**src/rtl/axi4l_lsu_master.sv**
```systemverilog
// AXI4-Lite initiator that turns an LSU-style req/gnt/rvalid data port into single
// outstanding AXI4-Lite read or write transactions; package and bus interface live here too.

package axi4l_pkg;
    typedef logic [31:0] addr_t;
    typedef logic [31:0] data_t;
    typedef logic [3:0]  strb_t;

    typedef enum logic [1:0] {
        RESP_OKAY   = 2'b00,
        RESP_EXOKAY = 2'b01,
        RESP_SLVERR = 2'b10,
        RESP_DECERR = 2'b11
    } resp_t;
endpackage

interface axi4l_if (
    input logic aclk,
    input logic aresetn
);
    import axi4l_pkg::*;

    addr_t       awaddr;
    logic [2:0]  awprot;
    logic        awvalid;
    logic        awready;
    data_t       wdata;
    strb_t       wstrb;
    logic        wvalid;
    logic        wready;
    logic [1:0]  bresp;
    logic        bvalid;
    logic        bready;
    addr_t       araddr;
    logic [2:0]  arprot;
    logic        arvalid;
    logic        arready;
    data_t       rdata;
    logic [1:0]  rresp;
    logic        rvalid;
    logic        rready;

    modport master (
        input  aclk, aresetn, awready, wready, bresp, bvalid, arready, rdata, rresp, rvalid,
        output awaddr, awprot, awvalid, wdata, wstrb, wvalid, bready, araddr, arprot, arvalid, rready
    );

    modport slave (
        input  aclk, aresetn, awaddr, awprot, awvalid, wdata, wstrb, wvalid, bready,
               araddr, arprot, arvalid, rready,
        output awready, wready, bresp, bvalid, arready, rdata, rresp, rvalid
    );
endinterface

module axi4l_lsu_master
    import axi4l_pkg::*;
#(
    parameter logic [2:0] PROT = 3'b000
) (
    input  logic        req_i,
    output logic        gnt_o,
    input  logic        we_i,
    input  logic [3:0]  be_i,
    input  logic [31:0] addr_i,
    input  logic [31:0] wdata_i,
    output logic        rvalid_o,
    output logic [31:0] rdata_o,
    output logic        err_o,
    axi4l_if.master     axi
);

    typedef enum logic [2:0] {
        IDLE,
        WR_ADDR_DATA,
        WR_RESP,
        RD_ADDR,
        RD_RESP
    } state_t;

    state_t state_q, state_d;
    addr_t  addr_q, addr_d;
    strb_t  be_q, be_d;
    data_t  wdata_q, wdata_d;
    data_t  rdata_q, rdata_d;
    logic   awvalid_q, awvalid_d;
    logic   wvalid_q, wvalid_d;
    logic   arvalid_q, arvalid_d;
    logic   bready_q, bready_d;
    logic   rready_q, rready_d;
    logic   rvalid_q, rvalid_d;
    logic   err_q, err_d;

    // NOTE: every output of this block is assigned a default first, so no path can infer a latch.
    always_comb begin
        state_d   = state_q;
        addr_d    = addr_q;
        be_d      = be_q;
        wdata_d   = wdata_q;
        rdata_d   = rdata_q;
        awvalid_d = awvalid_q;
        wvalid_d  = wvalid_q;
        arvalid_d = arvalid_q;
        bready_d  = bready_q;
        rready_d  = rready_q;
        rvalid_d  = 1'b0;
        err_d     = err_q;
        gnt_o     = 1'b0;

        unique case (state_q)
            IDLE: begin
                gnt_o = req_i;
                if (req_i) begin
                    addr_d  = addr_i;
                    be_d    = be_i;
                    wdata_d = wdata_i;
                    if (we_i) begin
                        awvalid_d = 1'b1;
                        wvalid_d  = 1'b1;
                        state_d   = WR_ADDR_DATA;
                    end else begin
                        arvalid_d = 1'b1;
                        state_d   = RD_ADDR;
                    end
                end
            end

            WR_ADDR_DATA: begin
                // AW and W retire independently; move on once neither is still pending.
                if (awvalid_q && axi.awready) awvalid_d = 1'b0;
                if (wvalid_q && axi.wready)   wvalid_d  = 1'b0;
                if (!awvalid_d && !wvalid_d) begin
                    bready_d = 1'b1;
                    state_d  = WR_RESP;
                end
            end

            WR_RESP: begin
                if (axi.bvalid && bready_q) begin
                    bready_d = 1'b0;
                    rvalid_d = 1'b1;
                    err_d    = (axi.bresp != RESP_OKAY);
                    state_d  = IDLE;
                end
            end

            RD_ADDR: begin
                if (arvalid_q && axi.arready) begin
                    arvalid_d = 1'b0;
                    rready_d  = 1'b1;
                    state_d   = RD_RESP;
                end
            end

            RD_RESP: begin
                if (axi.rvalid && rready_q) begin
                    rready_d = 1'b0;
                    rvalid_d = 1'b1;
                    rdata_d  = axi.rdata;
                    err_d    = (axi.rresp != RESP_OKAY);
                    state_d  = IDLE;
                end
            end

            default: state_d = IDLE;
        endcase
    end

    // NOTE: the latched request fields are reset as well, so the bus never shows X after reset.
    always_ff @(posedge axi.aclk or negedge axi.aresetn) begin
        if (!axi.aresetn) begin
            state_q   <= IDLE;
            addr_q    <= '0;
            be_q      <= '0;
            wdata_q   <= '0;
            rdata_q   <= '0;
            awvalid_q <= 1'b0;
            wvalid_q  <= 1'b0;
            arvalid_q <= 1'b0;
            bready_q  <= 1'b0;
            rready_q  <= 1'b0;
            rvalid_q  <= 1'b0;
            err_q     <= 1'b0;
        end else begin
            state_q   <= state_d;
            addr_q    <= addr_d;
            be_q      <= be_d;
            wdata_q   <= wdata_d;
            rdata_q   <= rdata_d;
            awvalid_q <= awvalid_d;
            wvalid_q  <= wvalid_d;
            arvalid_q <= arvalid_d;
            bready_q  <= bready_d;
            rready_q  <= rready_d;
            rvalid_q  <= rvalid_d;
            err_q     <= err_d;
        end
    end

    assign axi.awaddr  = addr_q;
    assign axi.awprot  = PROT;
    assign axi.awvalid = awvalid_q;
    assign axi.wdata   = wdata_q;
    assign axi.wstrb   = be_q;
    assign axi.wvalid  = wvalid_q;
    assign axi.bready  = bready_q;
    assign axi.araddr  = addr_q;
    assign axi.arprot  = PROT;
    assign axi.arvalid = arvalid_q;
    assign axi.rready  = rready_q;

    assign rvalid_o = rvalid_q;
    assign rdata_o  = rdata_q;
    assign err_o    = err_q;

endmodule
```
**src/flat_wrapper.sv**
```systemverilog
// flat-port wrapper written by rule: the top's interface ports become plain ports
module axi4l_lsu_master_flat import axi4l_pkg::*;
#(
    parameter logic [2:0] PROT = 3'b000
)
  (req_i, gnt_o, we_i, be_i, addr_i, wdata_i, rvalid_o, rdata_o, err_o, aclk, aresetn, axi_awready, axi_wready, axi_bresp, axi_bvalid, axi_arready, axi_rdata, axi_rresp, axi_rvalid, axi_awaddr, axi_awprot, axi_awvalid, axi_wdata, axi_wstrb, axi_wvalid, axi_bready, axi_araddr, axi_arprot, axi_arvalid, axi_rready);
  axi4l_if axi_i (.aclk(aclk), .aresetn(aresetn));
  input  logic req_i;
  output logic gnt_o;
  input  logic we_i;
  input  logic [3:0] be_i;
  input  logic [31:0] addr_i;
  input  logic [31:0] wdata_i;
  output logic rvalid_o;
  output logic [31:0] rdata_o;
  output logic err_o;
  input wire logic aclk;
  input wire logic aresetn;
  input wire logic [$bits(axi_i.awready)-1:0] axi_awready;
  input wire logic [$bits(axi_i.wready)-1:0] axi_wready;
  input wire logic [$bits(axi_i.bresp)-1:0] axi_bresp;
  input wire logic [$bits(axi_i.bvalid)-1:0] axi_bvalid;
  input wire logic [$bits(axi_i.arready)-1:0] axi_arready;
  input wire logic [$bits(axi_i.rdata)-1:0] axi_rdata;
  input wire logic [$bits(axi_i.rresp)-1:0] axi_rresp;
  input wire logic [$bits(axi_i.rvalid)-1:0] axi_rvalid;
  output wire logic [$bits(axi_i.awaddr)-1:0] axi_awaddr;
  output wire logic [$bits(axi_i.awprot)-1:0] axi_awprot;
  output wire logic [$bits(axi_i.awvalid)-1:0] axi_awvalid;
  output wire logic [$bits(axi_i.wdata)-1:0] axi_wdata;
  output wire logic [$bits(axi_i.wstrb)-1:0] axi_wstrb;
  output wire logic [$bits(axi_i.wvalid)-1:0] axi_wvalid;
  output wire logic [$bits(axi_i.bready)-1:0] axi_bready;
  output wire logic [$bits(axi_i.araddr)-1:0] axi_araddr;
  output wire logic [$bits(axi_i.arprot)-1:0] axi_arprot;
  output wire logic [$bits(axi_i.arvalid)-1:0] axi_arvalid;
  output wire logic [$bits(axi_i.rready)-1:0] axi_rready;
  assign axi_i.awready = axi_awready;
  assign axi_i.wready = axi_wready;
  assign axi_i.bresp = axi_bresp;
  assign axi_i.bvalid = axi_bvalid;
  assign axi_i.arready = axi_arready;
  assign axi_i.rdata = axi_rdata;
  assign axi_i.rresp = axi_rresp;
  assign axi_i.rvalid = axi_rvalid;
  assign axi_awaddr = axi_i.awaddr;
  assign axi_awprot = axi_i.awprot;
  assign axi_awvalid = axi_i.awvalid;
  assign axi_wdata = axi_i.wdata;
  assign axi_wstrb = axi_i.wstrb;
  assign axi_wvalid = axi_i.wvalid;
  assign axi_bready = axi_i.bready;
  assign axi_araddr = axi_i.araddr;
  assign axi_arprot = axi_i.arprot;
  assign axi_arvalid = axi_i.arvalid;
  assign axi_rready = axi_i.rready;
  axi4l_lsu_master #(.PROT(PROT)) u_core (.req_i(req_i), .gnt_o(gnt_o), .we_i(we_i), .be_i(be_i), .addr_i(addr_i), .wdata_i(wdata_i), .rvalid_o(rvalid_o), .rdata_o(rdata_o), .err_o(err_o), .axi(axi_i));
endmodule
```
**config.mk**
```make
export PLATFORM = sky130hd
export DESIGN_NAME = axi4l_lsu_master_flat
export DESIGN_NICKNAME = d
export VERILOG_FILES = /design/src/rtl/axi4l_lsu_master.sv /design/src/flat_wrapper.sv
export SDC_FILE = /design/constraint.sdc
export NUM_CORES = 1
export LEC_CHECK = 0
export ABC_CLOCK_PERIOD_IN_PS = 1800
export CORE_ASPECT_RATIO = 2
export CORE_MARGIN = 3
export CORE_UTILIZATION = 36
export DETAILED_ROUTE_END_ITERATION = 10
export PLACE_DENSITY = 0.81
export REMOVE_ABC_BUFFERS = 1
export SLEW_MARGIN = 10
export SYNTH_ARGS = -nofsm -noshare
export SYNTH_HDL_FRONTEND = slang
export SYNTH_SLANG_ARGS = --single-unit
```
**constraint.sdc**
```tcl
create_clock -name aclk -period 1.8 [get_ports aclk]
set_input_delay 0.36 -clock aclk [delete_from_list [all_inputs] [get_ports aclk]]
set_output_delay 0.36 -clock aclk [all_outputs]
set_load 0.02 [all_outputs]
```
After elaboration in Yosys (flattened, before gate mapping)
Cells that the tools add are included.
{ "op_classes": {"reduce_logical": 24, "mux": 32, "eq_ne": 11} }
{ "op_table": {"columns": ["operator", "count"], "rows": [
  ["2-to-1 mux 1 bit", 18],
  ["2-to-1 mux 3 bit", 5],
  ["case mux 3 bit (5 select lines)", 1],
  ["case mux 1 bit (2 select lines)", 7],
  ["nonzero test 2 bit", 7],
  ["AND reduction 3 bit", 4],
  ["inequality test 2 x 1 -> 1 bit, second input constant", 4],
  ["equality test 3 x 2 -> 1 bit, second input constant", 2],
  ["logical AND 1 bit", 6],
  ["inequality test 2 bit, second input constant", 3],
  ["AND reduction 5 bit", 1],
  ["AND reduction 2 bit", 2],
  ["AND reduction 4 bit", 1],
  ["equality test 3 x 1 -> 1 bit, second input constant", 1],
  ["equality test 3 bit, second input constant", 1],
  ["zero test 3 bit", 1],
  ["zero test 1 bit", 2],
  ["2-to-1 mux 2 bit", 1]
]} }
{ "word_totals": {"in_bits": 113, "ff_bits": 110, "word_cells": 79} }

Logic depth before layout (Yosys ltp)
Gate-level depths: netlist (run 1).
{ "logic_depth": {"ltp_word": 7, "mapped_depth": 6} }

Worst setup path after synthesis (run 1)
OpenSTA, ideal clock, no wires.
{ "synth_path": {"path_kind": "reg2reg", "startpoint": "register u_core.state_q[1]", "endpoint": "register u_core.wdata_q[17], in the netlist u_core.axi.wdata[17]", "setup_time_ps": 125, "t_required_ps": 1675, "stages_incl_launch_ff": 5, "arrival_ps": 1559, "path_slack_ps": 116, "cell_sequence": "dfrtp_1 buf_6 nor4b_4 buf_6 mux2_4"} }
{ "synth_between": {"elab_chain_len": 2} }
{ "synth_rtl": {"columns": ["item", "line", "rtl"], "rows": [
  ["start, declared", "axi4l_lsu_master.sv:80", "state_t state_q, state_d;"],
  ["start signal, assigned", "axi4l_lsu_master.sv:184", "state_q <= state_d;"],
  ["zero test 3 bit", "axi4l_lsu_master.sv:109", "unique case (state_q)"],
  ["AND reduction 2 bit (no line)", null, null],
  ["end signal, assigned", "axi4l_lsu_master.sv:187", "wdata_q <= wdata_d;"],
  ["end, declared", "axi4l_lsu_master.sv:83", "data_t wdata_q, wdata_d;"]
]} }
No other way between the ends.
A chain may end at the register's enable or synchronous reset.

Worst setup path in the final report (run 1)
{ "layout_path": {"startpoint": "register u_core.state_q[2]", "endpoint": "output gnt_o"} }
{ "layout_between": {"elab_chain_len": 2} }
{ "layout_rtl": {"columns": ["item", "line", "rtl"], "rows": [
  ["zero test 3 bit", "axi4l_lsu_master.sv:109", null],
  ["2-to-1 mux 1 bit", "axi4l_lsu_master.sv:109", null],
  ["end, declared", "flat_wrapper.sv:9", "output logic gnt_o;"]
]} }
No other way between the ends.

==> results.toml, run 1 <==
[synthesis]
yosys_register_bits = 110
async_reset_ff_frac = 1.00
synthFlopType = "dfrtp_1"
ys_seq_area_frac = 0.566
synthesis.area_um2 = 4860
syn_inst = 307
ys_warn_count = 0
synth.avg_cell_area_um2 = 15.8
synth_cell_type_count = 32
synth_edf_count = 0

[setup_path]
crit_fanout = 3
r2r_cells = 5
critPathArrivalTime_ps = 1460
worstSetupPathType = "reg -> out"
startpoint_type = "flop"
cp_common_cell = "buf_12"
r2r-start = "u_core.state_q[2]"
ff2ff_setup_slack_ps = 40
crit_chain = "nor4b_4, buf_12, buf_12, buf_8"
critPathTopFamily = "flip-flops"
path_buf_inv = 3
crit_slowest_cell = "dfrtp_1"
crit_path_max_incr_delay_ps = 420
worstSetupEndpointType = "output port"
reg2reg_to = "u_core.axi.araddr[13]"
required_ps = 1440

[sta]
hold_viol = 0
layout_min_cycle_time_ps = 1820
setup_viol = 1
rsz0062_at_grt = "yes"
finClkSkew_ps = 18.5
fmax_ghz = 0.548
setup_ws_ps = -23.6
slew_viol_final = 0
final.period_utilization = 1.01
tns_ps = -23.6

[min_path]
hold_class = "in -> async"

[floorplanning]
die_area_um2 = 15000
die_h_um = 170
num_rows = 59
start_util = 0.370
coreArea_um2 = 13100
die_x_um = 88.2
ios = 259

[cells_and_area]
fin_util = 0.589
diodes = 0
fin_nets = 659
postLayoutCellArea_um2 = 7740
final_layout_size_suffix_gt1_frac = 0.214
syn2layout_area_growth_pct = 59.3
final_cell_count_no_fill = 703

[power_and_ir_drop]
p_switching_mw = 5.11
seq_power_share = 0.311
p_sw_frac = 0.365
p_int_mw = 8.89
vdd_drop_max_mv = 1.19
clkPwrFrac = 0.140
combPwrFrac = 0.549
powerDensity_nw_per_um2 = 1810
power.leakage_nw = 3.45

[detailed_routing]
vias = 3271
wl_um = 12800
wire_per_inst_um = 18.3
drtIter0Drc = 69
vias_per_cell = 4.65
drc = 0
firstDrtPassIters = 4
ant_nets = 0

[global_routing]
grt_first_pass_wirelength_um = 19100
grtUsageTotal = 0.170
grt_pass1_vias = 3535
grt_max_degree = 63
antenna_found_initial = 0
grt_overflow = 0

[placement]
dp_cells = 683
postPlaceCellArea_um2 = 7390
io_buffers = 252
gp_congestion = 0.815
post-dp-hpwl_um = 10100

[clock_network]
cts-buffers-inserted = 9
cts_tree = "yes"
ctsRootBufferMaster = "clkbuf_16"
htreeDepth = 3
cts_sinks = 110
path_clk_slew_ps = 90
clockBufferDepth = 2
clk_latency_ps = 340

[status]
status = "complete, but fails checks"
violations = "setup timing"

[job]
cap_violations = 0
## timing repair
item | 4_1_cts | 5_1_grt
hold endpoints to repair | 2 | 0
gates resized for setup | 6 | 4
pin swaps | 1 | 0
setup buffers | 3 | 0
endpoints found under the setup margin | 3 | 42
hold buffers | 1 | 0
cloned | 0 | 0
## cell families after synthesis
group / synth area share
flops: 0.566
mux: 0.289
buf+inv: 0.0906
simple gates: 0.0288
compound gates: 0.0247
other cells: 0.000772
## cell type report
cell class | instances | area [um2]
Clock inverter | 6 | 57.6
Tap cell | 152 | 190
Clock buffer | 10 | 239
Timing Repair Buffer | 275 | 2800
Sequential cell | 110 | 2750
Fill cell | 1040 | 5400
Multi-Input combinational cell | 147 | 1690
Inverter | 3 | 11.3
## Yosys cell counts (all sizes together), types with 2 or more instances
cell	number	area, um2
nor2	6	22.5
buf	51	425
a21oi	3	15.0
o21ai	2	10.0
o2bb2ai	2	17.5
dfrtp	110	2750
a31oi	4	25.0
mux2	101	1390
nand2b	3	18.8
nand4b	2	17.5
inv	3	11.3
nand2	5	18.8
nand3b	2	15.0
## power groups by stage
stage	Clock, mW	Sequential, mW	Combinational [mW]
floorplan	0	6.05	2.20
global placement	0	4.34	7.60
detailed placement	0	4.36	7.72
CTS	2.04	4.37	7.77
global route	2.13	4.50	8.03
finish	1.96	4.35	7.69
## registers in the layout, indices dropped and copies added (netlist names)
name,cells
u_core.axi.wdata,32
u_core.axi.rready,1
u_core.axi.awvalid,1
u_core.state_q,3
u_core.err_o,1
u_core.axi.araddr,32
u_core.rvalid_o,1
u_core.axi.bready,1
u_core.axi.wstrb,4
u_core.axi.wvalid,1
u_core.rdata_o,32
u_core.axi.arvalid,1
## stage by stage
stage	power [mW]	hold slack, ps	worst slack (ps)
finish	14.0	360	-23.6
global route	14.7	355	-94.2
CTS	14.2	353	-55.5
detailed placement	12.1	178	-212
global placement	11.9	175	-198
floorplan	8.25	64.4	-3010
## routing by layer
metal / global-route usage / vias up / share of wire
li1: - / 1493 / -
met1: 0.170 / 1628 / 0.34
met2: 0.331 / 138 / 0.59
met3: 0.0373 / 12 / 0.050
met4: 0.0586 / 0 / 0.019
met5: 0 / - / 0
## cell usage in the layout, fill, tap and decap left out, types with 2 or more instances in the layout
master / Yosys / final
clkdlybuf4s50_1: 0 / 245
dfrtp_1: 110 / 109
mux2_4: 68 / 68
mux2_1: 29 / 29
buf_4: 38 / 14
clkbuf_16: 0 / 9
buf_12: 0 / 7
nor2_1: 6 / 6
conb_1: 1 / 6
nand2_1: 5 / 5
mux2_2: 4 / 4
a31oi_1: 4 / 4
a21oi_1: 3 / 3
nand2b_1: 3 / 3
inv_6: 0 / 3
dlygate4sd2_1: 0 / 3
nand4b_1: 2 / 2
inv_1: 2 / 2
nand3b_1: 2 / 2
o2bb2ai_1: 2 / 2
inv_8: 0 / 2
dlymetal6s2s_1: 0 / 2
buf_6: 12 / 2
## how the worst max path moves through the flow
stage / start / end / slack (ps) / depth (start not counted)
floorplan: u_core.state_q[0] / u_core.axi.araddr[0] / -3010 / 2
global placement: req_i / gnt_o / -200 / 5
detailed placement: req_i / u_core.axi.araddr[0] / -210 / 5
CTS: u_core.state_q[2] / gnt_o / -60 / 4
global route: u_core.state_q[2] / gnt_o / -90 / 4
finish: u_core.state_q[2] / gnt_o / -20 / 4
Note: power is estimated with default switching activity, not from simulation.
==> run 2, diff against run 1 <==
Settings changed: SLEW_MARGIN 10 to unset.
==> results of run 2 <==
No change in the layout: final DEF, timing and power equal those of run 1.
